--- src/rtl/cordic_arb_pkg.sv ---
// cordic_arb_pkg -- shared types and constants for the cordic_arbiter slice.
//   arb_state_e        : arbiter FSM states (IDLE, CRST, LAUNCH, WAIT, RESP)
//   arb_resp_t         : registered response payload (sin, cos, err)
//   FLOAT_QNAN         : IEEE-754 single quiet NaN returned on a watchdog expiry
//   TIMEOUT_CYCLES_DEF : default WAIT watchdog limit
package cordic_arb_pkg;

  typedef enum logic [2:0] {
    IDLE   = 3'd0,
    CRST   = 3'd1,
    LAUNCH = 3'd2,
    WAIT   = 3'd3,
    RESP   = 3'd4
  } arb_state_e;

  typedef struct packed {
    logic [31:0] sin_f;
    logic [31:0] cos_f;
    logic        err;
  } arb_resp_t;

  localparam logic [31:0] FLOAT_QNAN         = 32'h7FC00000;
  localparam int          TIMEOUT_CYCLES_DEF = 256;

endpackage

--- src/rtl/cordic_rr_pick.sv ---
// cordic_rr_pick -- combinational round-robin picker.
// Scans the request vector starting at ptr and wrapping, and returns the
// first requester found.
//   req     : per-requester request vector
//   ptr     : highest-priority index for this arbitration
//   gnt     : one-hot grant (all zero when nothing is requesting)
//   idx     : binary index of the granted requester
//   any_req : at least one request present
module cordic_rr_pick
  import cordic_arb_pkg::*;
#(
  parameter int N_REQ = 4,
  parameter int ID_W  = 2
) (
  input  logic [N_REQ-1:0] req,
  input  logic [ID_W-1:0]  ptr,
  output logic [N_REQ-1:0] gnt,
  output logic [ID_W-1:0]  idx,
  output logic             any_req
);

  logic [ID_W-1:0] cand;

  always_comb begin
    gnt     = '0;
    idx     = '0;
    any_req = 1'b0;
    cand    = '0;
    for (int off = 0; off < N_REQ; off++) begin
      // modulo keeps the scan inside 0..N_REQ-1 for non-power-of-two N_REQ
      cand = ID_W'((int'(ptr) + off) % N_REQ);
      if (!any_req && req[cand]) begin
        gnt[cand] = 1'b1;
        idx       = cand;
        any_req   = 1'b1;
      end
    end
  end

endmodule

--- src/rtl/cordic_arbiter.sv ---
// cordic_arbiter -- time-shares a single cordic_top core between N_REQ
// clients with round-robin arbitration. Each operation: accept a request,
// reset the core for one cycle, launch the angle, wait for done, and strobe
// the sin/cos result back to the requester that was granted.
//
// Optional build macro: CORDIC_ARB_TIMEOUT_EN -- adds a WAIT watchdog that
// answers with resp_err=1 and qNaN results after TIMEOUT_CYCLES cycles
// without done. Without it, WAIT waits forever and resp_err stays 0.
//
// Ports:
//   clk, rst          : clock, synchronous active-high reset
//   req_valid/angle   : per-requester level request + IEEE-754 angle (deg),
//                       angle slice i = req_angle[32*i+31:32*i]
//   req_ready         : one-hot, single-cycle accept pulse
//   resp_valid        : one-hot, single-cycle result strobe
//   resp_id/sin/cos   : answered requester and its results (held until next)
//   resp_err          : result invalid (watchdog expiry)
//   busy              : arbiter is not IDLE
//   cordic_*          : interface to the shared core
module cordic_arbiter
  import cordic_arb_pkg::*;
#(
  parameter int N_REQ          = 4,
  parameter int ID_W           = (N_REQ > 1) ? $clog2(N_REQ) : 1,
  parameter int TIMEOUT_CYCLES = TIMEOUT_CYCLES_DEF
) (
  input  logic                  clk,
  input  logic                  rst,
  input  logic [N_REQ-1:0]      req_valid,
  input  logic [32*N_REQ-1:0]   req_angle,
  output logic [N_REQ-1:0]      req_ready,
  output logic [N_REQ-1:0]      resp_valid,
  output logic [ID_W-1:0]       resp_id,
  output logic [31:0]           resp_sin,
  output logic [31:0]           resp_cos,
  output logic                  resp_err,
  output logic                  busy,
  output logic                  cordic_rst,
  output logic                  cordic_valid_in,
  output logic [31:0]           cordic_angle,
  input  logic [31:0]           cordic_sin,
  input  logic [31:0]           cordic_cos,
  input  logic                  cordic_done
);

  logic [N_REQ-1:0][31:0] angle_arr;
  assign angle_arr = req_angle;

  arb_state_e       state_q, state_d;
  logic [ID_W-1:0]  ptr_q, ptr_d;
  logic [ID_W-1:0]  resp_id_q, resp_id_d;
  arb_resp_t        resp_q, resp_d;
  logic [N_REQ-1:0] resp_valid_q, resp_valid_d;
  logic [31:0]      angle_q, angle_d;
  logic             valid_in_q, valid_in_d;
  logic             busy_q, busy_d;

  logic [N_REQ-1:0] pick_gnt;
  logic [ID_W-1:0]  pick_idx;
  logic             pick_any;
  logic             timeout_hit;

  cordic_rr_pick #(
    .N_REQ (N_REQ),
    .ID_W  (ID_W)
  ) u_pick (
    .req     (req_valid),
    .ptr     (ptr_q),
    .gnt     (pick_gnt),
    .idx     (pick_idx),
    .any_req (pick_any)
  );

`ifdef CORDIC_ARB_TIMEOUT_EN
  localparam int TO_W = $clog2(TIMEOUT_CYCLES + 1);

  logic [TO_W-1:0] to_cnt_q, to_cnt_d;

  // Held at zero outside WAIT, so the first WAIT cycle always sees 0.
  always_comb begin
    to_cnt_d = '0;
    if (state_q == WAIT) to_cnt_d = to_cnt_q + 1'b1;
  end

  always_ff @(posedge clk) begin
    if (rst) to_cnt_q <= '0;
    else     to_cnt_q <= to_cnt_d;
  end

  assign timeout_hit = (state_q == WAIT) && (to_cnt_q == TO_W'(TIMEOUT_CYCLES));
`else
  // No watchdog in this build; the limit is unused here.
  logic unused_timeout;
  assign unused_timeout = ^TIMEOUT_CYCLES;
  assign timeout_hit    = 1'b0;
`endif

  always_comb begin
    state_d      = state_q;
    ptr_d        = ptr_q;
    resp_id_d    = resp_id_q;
    resp_d       = resp_q;
    angle_d      = angle_q;
    resp_valid_d = '0;
    valid_in_d   = 1'b0;
    req_ready    = '0;

    case (state_q)
      IDLE: begin
        if (pick_any) begin
          // accept pulse is a decode of the grant so the client sees it in
          // the same cycle the FSM commits; masked while reset is applied
          req_ready  = rst ? '0 : pick_gnt;
          resp_id_d  = pick_idx;
          angle_d    = angle_arr[pick_idx];
          resp_d.err = 1'b0;
          state_d    = CRST;
        end
      end
      CRST: begin
        valid_in_d = 1'b1;
        state_d    = LAUNCH;
      end
      LAUNCH: begin
        state_d = WAIT;
      end
      WAIT: begin
        // done takes priority over a watchdog expiry in the same cycle
        if (cordic_done) begin
          resp_d.sin_f            = cordic_sin;
          resp_d.cos_f            = cordic_cos;
          resp_d.err              = 1'b0;
          resp_valid_d[resp_id_q] = 1'b1;
          state_d                 = RESP;
        end else if (timeout_hit) begin
          resp_d.sin_f            = FLOAT_QNAN;
          resp_d.cos_f            = FLOAT_QNAN;
          resp_d.err              = 1'b1;
          resp_valid_d[resp_id_q] = 1'b1;
          state_d                 = RESP;
        end
      end
      RESP: begin
        // the requester just served drops to lowest priority
        ptr_d   = (resp_id_q == ID_W'(N_REQ - 1)) ? '0 : resp_id_q + 1'b1;
        state_d = IDLE;
      end
      default: state_d = IDLE;
    endcase

    busy_d = (state_d != IDLE);
  end

  always_ff @(posedge clk) begin
    if (rst) begin
      state_q      <= IDLE;
      ptr_q        <= '0;
      resp_id_q    <= '0;
      resp_q       <= '0;
      resp_valid_q <= '0;
      angle_q      <= '0;
      valid_in_q   <= 1'b0;
      busy_q       <= 1'b0;
    end else begin
      state_q      <= state_d;
      ptr_q        <= ptr_d;
      resp_id_q    <= resp_id_d;
      resp_q       <= resp_d;
      resp_valid_q <= resp_valid_d;
      angle_q      <= angle_d;
      valid_in_q   <= valid_in_d;
      busy_q       <= busy_d;
    end
  end

  assign resp_valid      = resp_valid_q;
  assign resp_id         = resp_id_q;
  assign resp_sin        = resp_q.sin_f;
  assign resp_cos        = resp_q.cos_f;
  assign resp_err        = resp_q.err;
  assign busy            = busy_q;
  assign cordic_valid_in = valid_in_q;
  assign cordic_angle    = angle_q;
  // core reset also covers a mid-operation abort through rst
  assign cordic_rst      = rst | (state_q == CRST);

endmodule

--- config.mk ---
export PLATFORM = sky130hd
export DESIGN_NAME = cordic_arbiter
export DESIGN_NICKNAME = d
export VERILOG_FILES = /design/src/rtl/cordic_arb_pkg.sv /design/src/rtl/cordic_rr_pick.sv /design/src/rtl/cordic_arbiter.sv
export SDC_FILE = /design/constraint.sdc
export NUM_CORES = 1
export LEC_CHECK = 0
export CAP_MARGIN = 10
export CORE_UTILIZATION = 45
export CTS_CLUSTER_DIAMETER = 60
export CTS_CLUSTER_SIZE = 14
export DETAILED_ROUTE_END_ITERATION = 8
export PLACE_DENSITY = 0.9
export SLEW_MARGIN = 5
export SYNTH_ARGS = -nofsm -noshare
export SYNTH_HDL_FRONTEND = slang
export SYNTH_SLANG_ARGS = --single-unit
export TNS_END_PERCENT = 100
--- constraint.sdc ---
create_clock -name clk -period 9.8 [get_ports clk]
set_clock_uncertainty 0.2 [all_clocks]
set_input_delay 2.45 -clock clk [delete_from_list [all_inputs] [get_ports clk]]
set_output_delay 2.45 -clock clk [all_outputs]
set_load 0.005 [all_outputs]
==> results by group <==
GRT
  – Grt ovf: 0
  – Overall routing resource usage: between 30% and 40%
  – Initial antenna violation count: 2
  – Pin count of the biggest net entering global routing: 93
  – First-pass GRT wire length: roughly 36 mm
  – Number of global-route vias before repair: 7006

Worst setup path
  – Endpoint class of the critical path: output port
  – Startpoint types: primary input
  – Crit. Startpoint: req_valid[3]
  – Arr. time, crit path: between 5 and 6 ns
  – Crit Path Class: primary input to output port
  – Reg2reg start: ptr_q[0]
  – Worst Path Required: roughly 7.2 ns
  – CP max FO: 50

STA
  – # setup viols final: 0
  – Final min period: between 7 and 8 ns
  – RSZ-0062 raised after global routing: no
  – Final Hold Fails: 0
  – Final slew viol count: 0
  – Period utilization: between 80% and 90%
  – Setup_tns: 0 ns
  – Worst-margin pin slew: about 1.1 ns
  – Relative slew margins: 29.63%
  – Maximum clock frequency: 0.1266 GHz

Placed design
  – DP Area: roughly 9400 sq um
  – Routability congestion estimate: 0.8729
  – PortBufs: slightly above 300
  – Hpwl dp: 16.86 mm

Outcome
  – Outcome: complete, no violations

Logic synthesis
  – Main synth FF type: dfxtp_1
  – Top post-synthesis cells by area: dfxtp_1, nand2_1, a21oi_1
  – YS warnings: 0
  – Cell taking the most area after synthesis: dfxtp_1
  – Syn nets: about 1100
  – EDFF count, synth: 0
  – Count leader, synth: nand2_1
  – Post-synth ARST share: 0%
  – Syn Inst Count: 861
  – Mapped cell area: 6384 sq um
  – Synth cell types: slightly above 60
  – #FFs+latches synth: between 100 and 150
  – Post-synthesis sequential area ratio: 34.18%
  – Post-synth top cells: nand2_1, a21oi_1, dfxtp_1, clkbuf_1
  – Syn Area/Cell: ~7.4 sq um
  – Share of the synthesized area in the top cell type: between 30% and 40%

Min path
  – Hold Crit Start: resp_cos[5]
  – HP Class: flip-flop to flip-flop

Clock tree
  – Num CTS Buffers: 9
  – CTS-repair resized insts: 0
  – Clock sinks: 109
  – Max H-tree Level: 3
  – Skew-Pair Late Insertion Delay: around 0.35 ns
  – Hold_buf cts: 0
  – Root buf cell: clkbuf_16
  – Clock Pin Slew Worst Setup and Hold Paths: 0.07 ns
  – Post-CTS setup buffers: 0
  – Clock Path Buffers: 2
  – TritonCTS clock tree: built

Job
  – Max-cap viol count: 0

Finish
  – Design Area, Final: a little under 10000 sq um
  – Filler instances: 1115
  – Nets: approximately 1300
  – P&R area growth vs syn: 51.51%
  – Share of cells above drive strength 1: 5.495%

Drt
  – # DRC: 0
  – Drt wl/cell: ~18 um
  – Antenna Nets Post-Route: 0
  – First drt pass iteration count: 8
  – DRT iter0 DRCs: ~680
  – Vias: approximately 7600
  – Final WL: about 24 mm
  – Via density: 5.867

Floorplan
  – I/O pins: between 300 and 400
  – Die X: 121.1 um
  – Die height: between 100 and 150 um
  – Initial core utilization: between 40 and 50%
  – # rows: between 40 and 50
  – Std-Cell Core Area: between 10000 and 15000 sq um
  – Full die area: about 15000 sq um

Pwr
  – LEAKAGE: around 3.3 nW
  – Peak VDD IR: between 0.08 and 0.09 mV
  – PwrDens: ~130 nW/um^2
-- cell type report --
| type | count | area (sq um) | area share [%] |
|---|---|---|---|
| clock buffer | 9 | 225.2 | 2.329 |
| timing repair buffer | 317 | 3143 | 32.50 |
| inverter | 6 | 22.52 | 0.2329 |
| sequential | 109 | 2186 | 22.60 |
| tap | 180 | 225.2 | 2.329 |
| clock inverter | 7 | 72.57 | 0.7503 |
| antenna | 1 | 2.502 | 0.02587 |
| multi-input combinational | 662 | 3795 | 39.24 |
-- report_power, final --
part	switching, mW	leakage (nW)	total [mW]	internal [mW]
Sequential	0.0219	0.888	0.499	0.477
Combinational	0.162	2.30	0.353	0.190
Clock	0.187	0.149	0.369	0.181
Total	0.372	3.34	1.22	0.849
-- sequential cells by signal (all words and copies together), names as in the netlist --
signal	count
cordic_angle	32
resp_cos	32
resp_sin	32
resp_valid	4
state_q	3
ptr_q	2
resp_id	2
busy	1
cordic_valid_in	1
-- critical path, cell delays in order --
cell and delay [ns]:
clkdlybuf4s50_1 0.61, mux2i_1 0.30, mux2_2 0.91, o21ai_0 0.21
a21oi_1 0.21, clkdlybuf4s50_1 0.55
-- worst paths after layout --
kind                                    endpoint  slack [ns]  cells after the start
worst max-delay path                req_ready[0]        1.90                      6
worst min-delay path                 resp_cos[5]        0.26                      2
worst max register to register  cordic_angle[12]        5.51                      8
worst min register to register       resp_cos[5]        0.26                      2
-- through the flow --
step	utilization (%)	instances	hold slack [ns]	setup WS (ns)	total power [mW]
after global placement	67.51	1274	0.2411	2.044	0.8518
after CTS	69.66	1290	0.2560	1.962	1.225
after floorplan	-	861	0.2527	3.327	0.6614
after detailed placement	67.51	1274	0.2454	1.968	0.8572
after global routing	69.66	1290	0.2713	1.738	1.272
final	69.68	1291	0.2555	1.899	1.221
-- cells in the final DEF (no fill, tap or decap), drive strengths merged, types with 3 or more instances in the layout --
cell	Yosys	routed
clkdlybuf4s50	0	306
nand2	256	256
a21oi	125	125
dfxtp	109	109
a31oi	42	42
nand4	42	42
nand3	27	27
a32o	21	21
nor2	17	17
mux2i	15	15
o21ai	12	12
ha	11	11
nor2b	11	11
buf	37	11
mux2	11	11
inv	6	10
clkbuf	47	9
a41oi	8	8
a21boi	8	8
a22oi	8	8
and3	5	5
mux4	4	4
a221o	4	4
nor3	4	4
a211oi	3	3
clkinv	0	3
-- routing by layer --
metal | GRT usage, % | vias up | routed length (um)
met5 | 0 | - | 13
met2 | 54.11 | 440 | 11480
met1 | 35.42 | 3483 | 8726
met3 | 7.613 | 83 | 2287
met4 | 16.90 | 2 | 1069
li1 | - | 3566 | -
-- cell families after synthesis --
kind of cell / share of synthesized area [%]
XOR/XNOR: 0.1372
multiplexers: 5.939
AO/OA/AOI/OAI: 24.60
AND/OR/NAND/NOR: 26.15
adder cells (fa/ha/maj): 2.156
flip-flops: 34.18
other: 0.05874
buffers and inverters: 6.782
Note: power is estimated with default switching activity, not from simulation.
